==> config.mk <==
export PLATFORM = sky130hd
export DESIGN_NAME = bus65_initiator_flat
export DESIGN_NICKNAME = d
export VERILOG_FILES = /design/src/rtl/bus65_initiator_if.sv /design/src/rtl/bus65_initiator.sv /design/src/flat_wrapper.sv
export SDC_FILE = /design/constraint.sdc
export NUM_CORES = 1
export LEC_CHECK = 0
export BUFFER_PORTS_ARGS = -buffer_cell sky130_fd_sc_hd__buf_2
export CAP_MARGIN = 20
export CORE_ASPECT_RATIO = 0.9
export CORE_UTILIZATION = 26
export CTS_BUF_LIST = sky130_fd_sc_hd__clkbuf_8
export DETAILED_ROUTE_END_ITERATION = 8
export GPL_ROUTABILITY_DRIVEN = 0
export MAX_ROUTING_LAYER = met4
export SLEW_MARGIN = 5
export SYNTH_ARGS = -nofsm -noshare
export SYNTH_HDL_FRONTEND = slang
export SYNTH_SLANG_ARGS = --single-unit
==> constraint.sdc <==
create_clock -name clk -period 3.7 [get_ports clk]
set_clock_uncertainty 0.05 [all_clocks]
set_input_delay 0.74 -clock clk [delete_from_list [all_inputs] [get_ports clk]]
set_output_delay 0.74 -clock clk [all_outputs]
set_load 0.02 [all_outputs]
==> src/rtl/bus65_initiator_if.sv <==
// 65C816-style bus pins between the bus-cycle initiator (master) and the
// memory-map responders: address decode, ROM, SRAM controller, ACIA (slave).
interface bus65_initiator_if;
  logic        phi2;
  logic [15:0] ab;
  logic [7:0]  db_o;
  logic        db_oe;
  logic [7:0]  db_i;
  logic        rwb;
  logic        vpa;
  logic        vda;
  logic        rdy;

  modport master (output phi2, ab, db_o, db_oe, rwb, vpa, vda, input db_i, rdy);
  modport slave  (input phi2, ab, db_o, db_oe, rwb, vpa, vda, output db_i, rdy);
endinterface

==> src/rtl/bus65_initiator.sv <==
// Bus-cycle initiator: turns valid/ready requests into 65C816-style PHI2 bus
// cycles with bank/data multiplexing and RDY wait states; one-clk response pulse.
module bus65_initiator #(
  parameter int PHI_LO = 2,
  parameter int PHI_HI = 2
) (
  input  logic              clk,
  input  logic              resb,
  input  logic              req_valid,
  output logic              req_ready,
  input  logic [23:0]       req_addr,
  input  logic              req_rwb,
  input  logic [7:0]        req_wdata,
  input  logic              req_vpa,
  input  logic              req_vda,
  output logic              rsp_valid,
  output logic [7:0]        rsp_rdata,
  output logic              busy,
  bus65_initiator_if.master bus
);

  localparam int P  = PHI_LO + PHI_HI;
  localparam int CW = $clog2(P);
  localparam logic [CW-1:0] PH_LAST = CW'(P - 1);
  localparam logic [CW-1:0] PH_RISE = CW'(PHI_LO);

  typedef enum logic [1:0] {S_IDLE, S_ACTIVE, S_WAIT} state_t;

  typedef struct packed {
    logic [23:0] addr;
    logic        rwb;
    logic [7:0]  wdata;
    logic        vpa;
    logic        vda;
  } req_t;

  state_t        state, state_nxt;
  logic [CW-1:0] ph_cnt, ph_nxt;
  logic          boundary, phi2_rise;
  logic          accept, load, complete;
  logic          slot_full, slot_full_nxt;
  req_t          slot, cyc, cyc_nxt, req_in;

  assign req_in    = {req_addr, req_rwb, req_wdata, req_vpa, req_vda};
  assign accept    = req_valid && req_ready;
  assign boundary  = (ph_cnt == PH_LAST);
  assign ph_nxt    = boundary ? '0 : ph_cnt + CW'(1);
  assign phi2_rise = (ph_nxt == PH_RISE);
  assign busy      = (state != S_IDLE) || slot_full;

  // At a boundary a stalled cycle repeats; otherwise the slot (if full) starts.
  always_comb begin
    // NOTE: defaults first so no branch leaves a signal unassigned (no latches).
    state_nxt     = state;
    load          = 1'b0;
    complete      = 1'b0;
    cyc_nxt       = cyc;
    if (boundary) begin
      if (state != S_IDLE && !bus.rdy) begin
        state_nxt = S_WAIT;
      end else begin
        complete = (state != S_IDLE);
        if (slot_full) begin
          load      = 1'b1;
          cyc_nxt   = slot;
          state_nxt = S_ACTIVE;
        end else begin
          state_nxt = S_IDLE;
        end
      end
    end
    slot_full_nxt = (slot_full && !load) || accept;
  end

  // NOTE: sequential state uses non-blocking assignments only.
  always_ff @(posedge clk) begin
    if (!resb) state <= S_IDLE;
    else       state <= state_nxt;
  end

  always_ff @(posedge clk) begin
    if (!resb) begin
      ph_cnt    <= '0;
      bus.phi2  <= 1'b0;
      slot_full <= 1'b0;
      slot      <= '0;
      cyc       <= '0;
      req_ready <= 1'b0;
      rsp_valid <= 1'b0;
      rsp_rdata <= '0;
      bus.ab    <= '0;
      bus.db_o  <= '0;
      bus.db_oe <= 1'b0;
      bus.rwb   <= 1'b1;
      bus.vpa   <= 1'b0;
      bus.vda   <= 1'b0;
    end else begin
      ph_cnt    <= ph_nxt;
      bus.phi2  <= (ph_nxt >= PH_RISE);
      slot_full <= slot_full_nxt;
      req_ready <= !slot_full_nxt;
      if (accept) slot <= req_in;
      cyc       <= cyc_nxt;
      rsp_valid <= complete;
      if (complete && cyc.rwb) rsp_rdata <= bus.db_i;

      // Low phase presents address and bank; high phase swaps in write data
      // or releases the data bus for a read. ab/rwb/vpa/vda hold all period.
      if (boundary) begin
        if (state_nxt != S_IDLE) begin
          bus.ab    <= cyc_nxt.addr[15:0];
          bus.db_o  <= cyc_nxt.addr[23:16];
          bus.db_oe <= 1'b1;
          bus.rwb   <= cyc_nxt.rwb;
          bus.vpa   <= cyc_nxt.vpa;
          bus.vda   <= cyc_nxt.vda;
        end else begin
          bus.db_oe <= 1'b0;
          bus.rwb   <= 1'b1;
          bus.vpa   <= 1'b0;
          bus.vda   <= 1'b0;
        end
      end else if (phi2_rise && state != S_IDLE) begin
        if (cyc.rwb) bus.db_oe <= 1'b0;
        else         bus.db_o  <= cyc.wdata;
      end
    end
  end

endmodule

==> src/flat_wrapper.sv <==
// flat-port wrapper written by rule: the top's interface ports become plain ports
module bus65_initiator_flat 
#(
  parameter int PHI_LO = 2,
  parameter int PHI_HI = 2
)
  (clk, resb, req_valid, req_ready, req_addr, req_rwb, req_wdata, req_vpa, req_vda, rsp_valid, rsp_rdata, busy, bus_phi2, bus_ab, bus_db_o, bus_db_oe, bus_rwb, bus_vpa, bus_vda, bus_db_i, bus_rdy);
  bus65_initiator_if bus_i ();
  input  logic clk;
  input  logic resb;
  input  logic req_valid;
  output logic req_ready;
  input  logic [23:0] req_addr;
  input  logic req_rwb;
  input  logic [7:0] req_wdata;
  input  logic req_vpa;
  input  logic req_vda;
  output logic rsp_valid;
  output logic [7:0] rsp_rdata;
  output logic busy;
  output wire logic [$bits(bus_i.phi2)-1:0] bus_phi2;
  output wire logic [$bits(bus_i.ab)-1:0] bus_ab;
  output wire logic [$bits(bus_i.db_o)-1:0] bus_db_o;
  output wire logic [$bits(bus_i.db_oe)-1:0] bus_db_oe;
  output wire logic [$bits(bus_i.rwb)-1:0] bus_rwb;
  output wire logic [$bits(bus_i.vpa)-1:0] bus_vpa;
  output wire logic [$bits(bus_i.vda)-1:0] bus_vda;
  input wire logic [$bits(bus_i.db_i)-1:0] bus_db_i;
  input wire logic [$bits(bus_i.rdy)-1:0] bus_rdy;
  assign bus_phi2 = bus_i.phi2;
  assign bus_ab = bus_i.ab;
  assign bus_db_o = bus_i.db_o;
  assign bus_db_oe = bus_i.db_oe;
  assign bus_rwb = bus_i.rwb;
  assign bus_vpa = bus_i.vpa;
  assign bus_vda = bus_i.vda;
  assign bus_i.db_i = bus_db_i;
  assign bus_i.rdy = bus_rdy;
  bus65_initiator #(.PHI_LO(PHI_LO), .PHI_HI(PHI_HI)) u_core (.clk(clk), .resb(resb), .req_valid(req_valid), .req_ready(req_ready), .req_addr(req_addr), .req_rwb(req_rwb), .req_wdata(req_wdata), .req_vpa(req_vpa), .req_vda(req_vda), .rsp_valid(rsp_valid), .rsp_rdata(rsp_rdata), .busy(busy), .bus(bus_i));
endmodule
==> impl_results.md <==
- CTS Hold Bufs: 0
- Switch share: 0.233
- Die height: around 130 µm
- RSZ-0062 raised after global routing: no
- CP cell instances: buf_4 > or3_1 > buf_2
- Shortest period the worst path allows: 2.39 ns
- Synthesized flop and latch total: between 100 and 150
- Arrival @ worst endpoint: 1.60 ns
- Critical Path Source Type: register
- Tcrit/Tclk final: 0.646
- Post-Syn Nets: approximately 550
- Fin area: roughly 5600 µm²
- Hold Path Class: reg -> reg
- Layout cells sized above 1: 0.229
- Peak fanout along the critical path: 31
- Largest net degree at the start of global routing: between 40 and 50
- Via/cell ratio: 4.32
- Final worst setup slack: about 1.3 ns
- RR Startpoint: u_core.ph_cnt[1]$_SDFF_PN0_
- Inserted Diodes: 0
- Netlist cell types: 36
- Core area: 17000 µm²
- Max rail drop VDD: 0.250 mV
- Delay-heaviest family, CP: buffers and inverters
- Initial antenna violation count: 0
- Drt wl/cell: approximately 13 µm
- Fill cell count: 1807
- Hold path start: u_core.bus.db_o[5]$_SDFFE_PN0P_
- Sequential power share: 0.474
- TritonCTS Buffers: 17
- Reg-to-reg setup timing slack: approximately 1.6 ns
- CTS resizes: 0
- Hold path depth: 2
- Max-Cap Viols: 0
- Clock share of power: 0.455
- Post-Place Worst Slack: 1.28 ns
- Post-synth EDFFs: 0
- Die Wd: roughly 140 µm
- CTS max path bufs: 2
- Num rows: 45
- Area after DPL: slightly above 5000 µm²
- First-pass GRT wire length: 17900 µm
- Total Die Area: roughly 18000 µm²
- Post-detail-place hpwl: around 7300 µm
- Cell Int Power: ~0.002 W
- Post-Synthesis Cells: 497
- Hold Path Sink: u_core.bus.db_o[5]$_SDFFE_PN0P_
- Drt first pass iters: 5
- Critical path class: reg -> out
- Cell Area, Synth: 4570 µm²
- Slowest stage delay, CP: 0.39 ns
- Worst Tran Pin Value: about 0.68 ns
- Routed Antenna Nets: 0
- GRT overflow: 0
- Predominant post-synthesis flop cell: dfxtp_1
- Sink Count: about 110
- Share of flip-flops with an asynchronous set or reset: 0
- Clk slew on worst S/H paths: about 0.070 ns
- PortBufs: 86
- R2R depth: 5
- TNS Setup: 0 ns
- Pwr/cell area: around 480 nW/µm²
- Area growth from synthesis to layout: 22.9%
- Fmax: 0.418 GHz
- Levels on crit path: 3
- Setup bufs post-CTS: 0
- Io pins: 87
- Fin nets: 623
- Leak: between 2 and 2.5 nW
- Buf/Inv on CP: 2
- Vias in the first global route: about 3400
- CTS tree: done
- Initial detailed-routing violation count: about 170
- Switching power: 0.000625 W
- Slew Limit Fails: 0
- Worst rel slew slack: 0.543
- Critical path capture point type: primary output
- H-tree levels: 4
- Reg2reg end: u_core.bus.db_o[0]$_SDFFE_PN0P_
- Initial core utilization: 0.269
- Hold Vio Cnt, Final: 0
- Yosys Warn Count: 0
- Final WL: 11100 µm
- Via count: around 3600
- Seq/Total Area, Yosys: 0.495
- Logic pwr share: 0.071
- CP Data Required Time: about 2.9 ns
- Outcome: finished, final reports clean
- Total Routing Usage GR: 0.133
- CTS root buffer: clkbuf_8
- # DRC: 0
- Slowest CP cell: or3_1
- Final setup fails: 0
- Insertion delay to the later sink of the worst-skew pair: ~0.43 ns
- Avg Inst Size Synth: between 9 and 10 µm²
[placed cells by master (no fill, tap or decap)]
| cell | n |
|---|---|
| dfxtp_1 | 113 |
| buf_2 | 86 |
| nand2_1 | 84 |
| nor2b_1 | 45 |
| mux2i_1 | 43 |
| o21ai_0 | 41 |
| a21boi_0 | 36 |
| a21oi_1 | 25 |
| clkbuf_8 | 21 |
| nand3b_1 | 17 |
| inv_1 | 10 |
| nor2_1 | 9 |
| buf_4 | 9 |
| o32ai_1 | 8 |
| nand3_1 | 5 |
| clkinv_2 | 4 |
| clkinvlp_4 | 3 |
| bufinv_16 | 3 |
| nand2b_1 | 2 |
| and2_1 | 2 |
| o211a_1 | 2 |
| or3_1 | 1 |
| or2_2 | 1 |
| nand4_2 | 1 |
| o21bai_2 | 1 |
| o21ba_2 | 1 |
| nor3_1 | 1 |
| o21a_4 | 1 |
| o21ai_1 | 1 |
| or3b_1 | 1 |
| nand3_2 | 1 |
| a21oi_2 | 1 |
| and4_1 | 1 |
| o211ai_1 | 1 |
| a311oi_1 | 1 |
| o21a_1 | 1 |
| nor3b_1 | 1 |
| ha_1 | 1 |
| ha_2 | 1 |
[power by group through the flow]
stage / registers [W] / clock network [W] / logic, W
detailed placement: 0.00129 / 0 / 0.000193
CTS: 0.00127 / 0.00125 / 0.000194
global placement: 0.00129 / 0 / 0.000193
finish: 0.00127 / 0.00122 / 0.000190
floorplan: 0.00130 / 0 / 0.000116
global route: 0.00127 / 0.00130 / 0.000214
[how the worst max path moves through the flow]
stage                                      from                     endpoint  slack [ns]
floorplan           u_core.slot_full$_SDFF_PN0_                         busy        1.81
global placement                        bus_rdy  u_core.req_ready$_SDFF_PN0_        1.28
detailed placement                      bus_rdy  u_core.req_ready$_SDFF_PN0_        1.28
CTS                 u_core.slot_full$_SDFF_PN0_                         busy        1.29
global route        u_core.slot_full$_SDFF_PN0_                         busy        1.25
finish              u_core.slot_full$_SDFF_PN0_                         busy        1.31
[state kept, by name (all words and copies together), names as in the netlist, 2 cells and up]
| register | count |
|---|---|
| u_core.rsp_rdata | 8 |
| u_core.slot | 35 |
| u_core.bus.db_o | 8 |
| u_core.ph_cnt | 2 |
| u_core.cyc | 35 |
| u_core.state | 2 |
| u_core.bus.ab | 16 |
[metrics by stage]
stage | util | instances | hold WS, ns | power [W]
final | 0.330 | 821 | 0.401 | 0.00268
after global routing | 0.330 | 821 | 0.417 | 0.00279
after CTS | 0.330 | 821 | 0.408 | 0.00271
after detailed placement | 0.305 | 790 | 0.395 | 0.00149
after global placement | 0.305 | 790 | 0.394 | 0.00149
after floorplan | - | 497 | 0.382 | 0.00141
[cell type report]
type | instances | area [µm²] | share of cell area
clock buffer | 21 | 289 | 0.0515
clock inverter | 10 | 133 | 0.0236
inverter | 10 | 37.5 | 0.00669
multi-input combinational | 337 | 2100 | 0.374
sequential | 113 | 2260 | 0.403
tap | 235 | 294 | 0.0524
timing repair buffer | 95 | 498 | 0.0888
[tightest hold or removal path: stages (launching register included)]
cell and delay [ns]:
dfxtp_1 0.31, inv_1 0.05, o32ai_1 0.05
[cell usage after synthesis (2+ instances only)]
cell type,count,area (µm²)
nor2_1,9,33.8
buf_6,4,45.0
nor2b_1,45,282
nand3_1,6,30.0
o32ai_1,8,70.1
a21boi_0,36,270
buf_1,5,18.8
clkbuf_1,22,82.6
o211a_1,2,20.0
dfxtp_1,113,2260
a21oi_1,25,125
buf_2,4,20.0
o21ai_0,41,205
ha_1,2,25.0
mux2i_1,43,430
nand2b_1,2,12.5
buf_4,2,15.0
inv_1,10,37.5
and2_1,2,12.5
nand3b_1,17,128
nand2_1,84,315
[kinds of logic after synthesis]
| logic type | synth area share |
|---|---|
| simple gates | 0.190 |
| compound gates | 0.167 |
| flops | 0.495 |
| buf+inv | 0.0480 |
| mux | 0.0943 |
| fa+ha+maj | 0.00548 |
[metal layers]
metal  share of wire  wire, µm  vias up  global-route usage
met5               0         0        -                   -
li1                -         -     1840                   -
met3           0.049       544       10              0.0396
met4           0.010       116        0              0.0455
met1            0.53      5900     1607               0.183
met2            0.41      4500       93               0.183
Note: power is estimated with default switching activity, not from simulation.
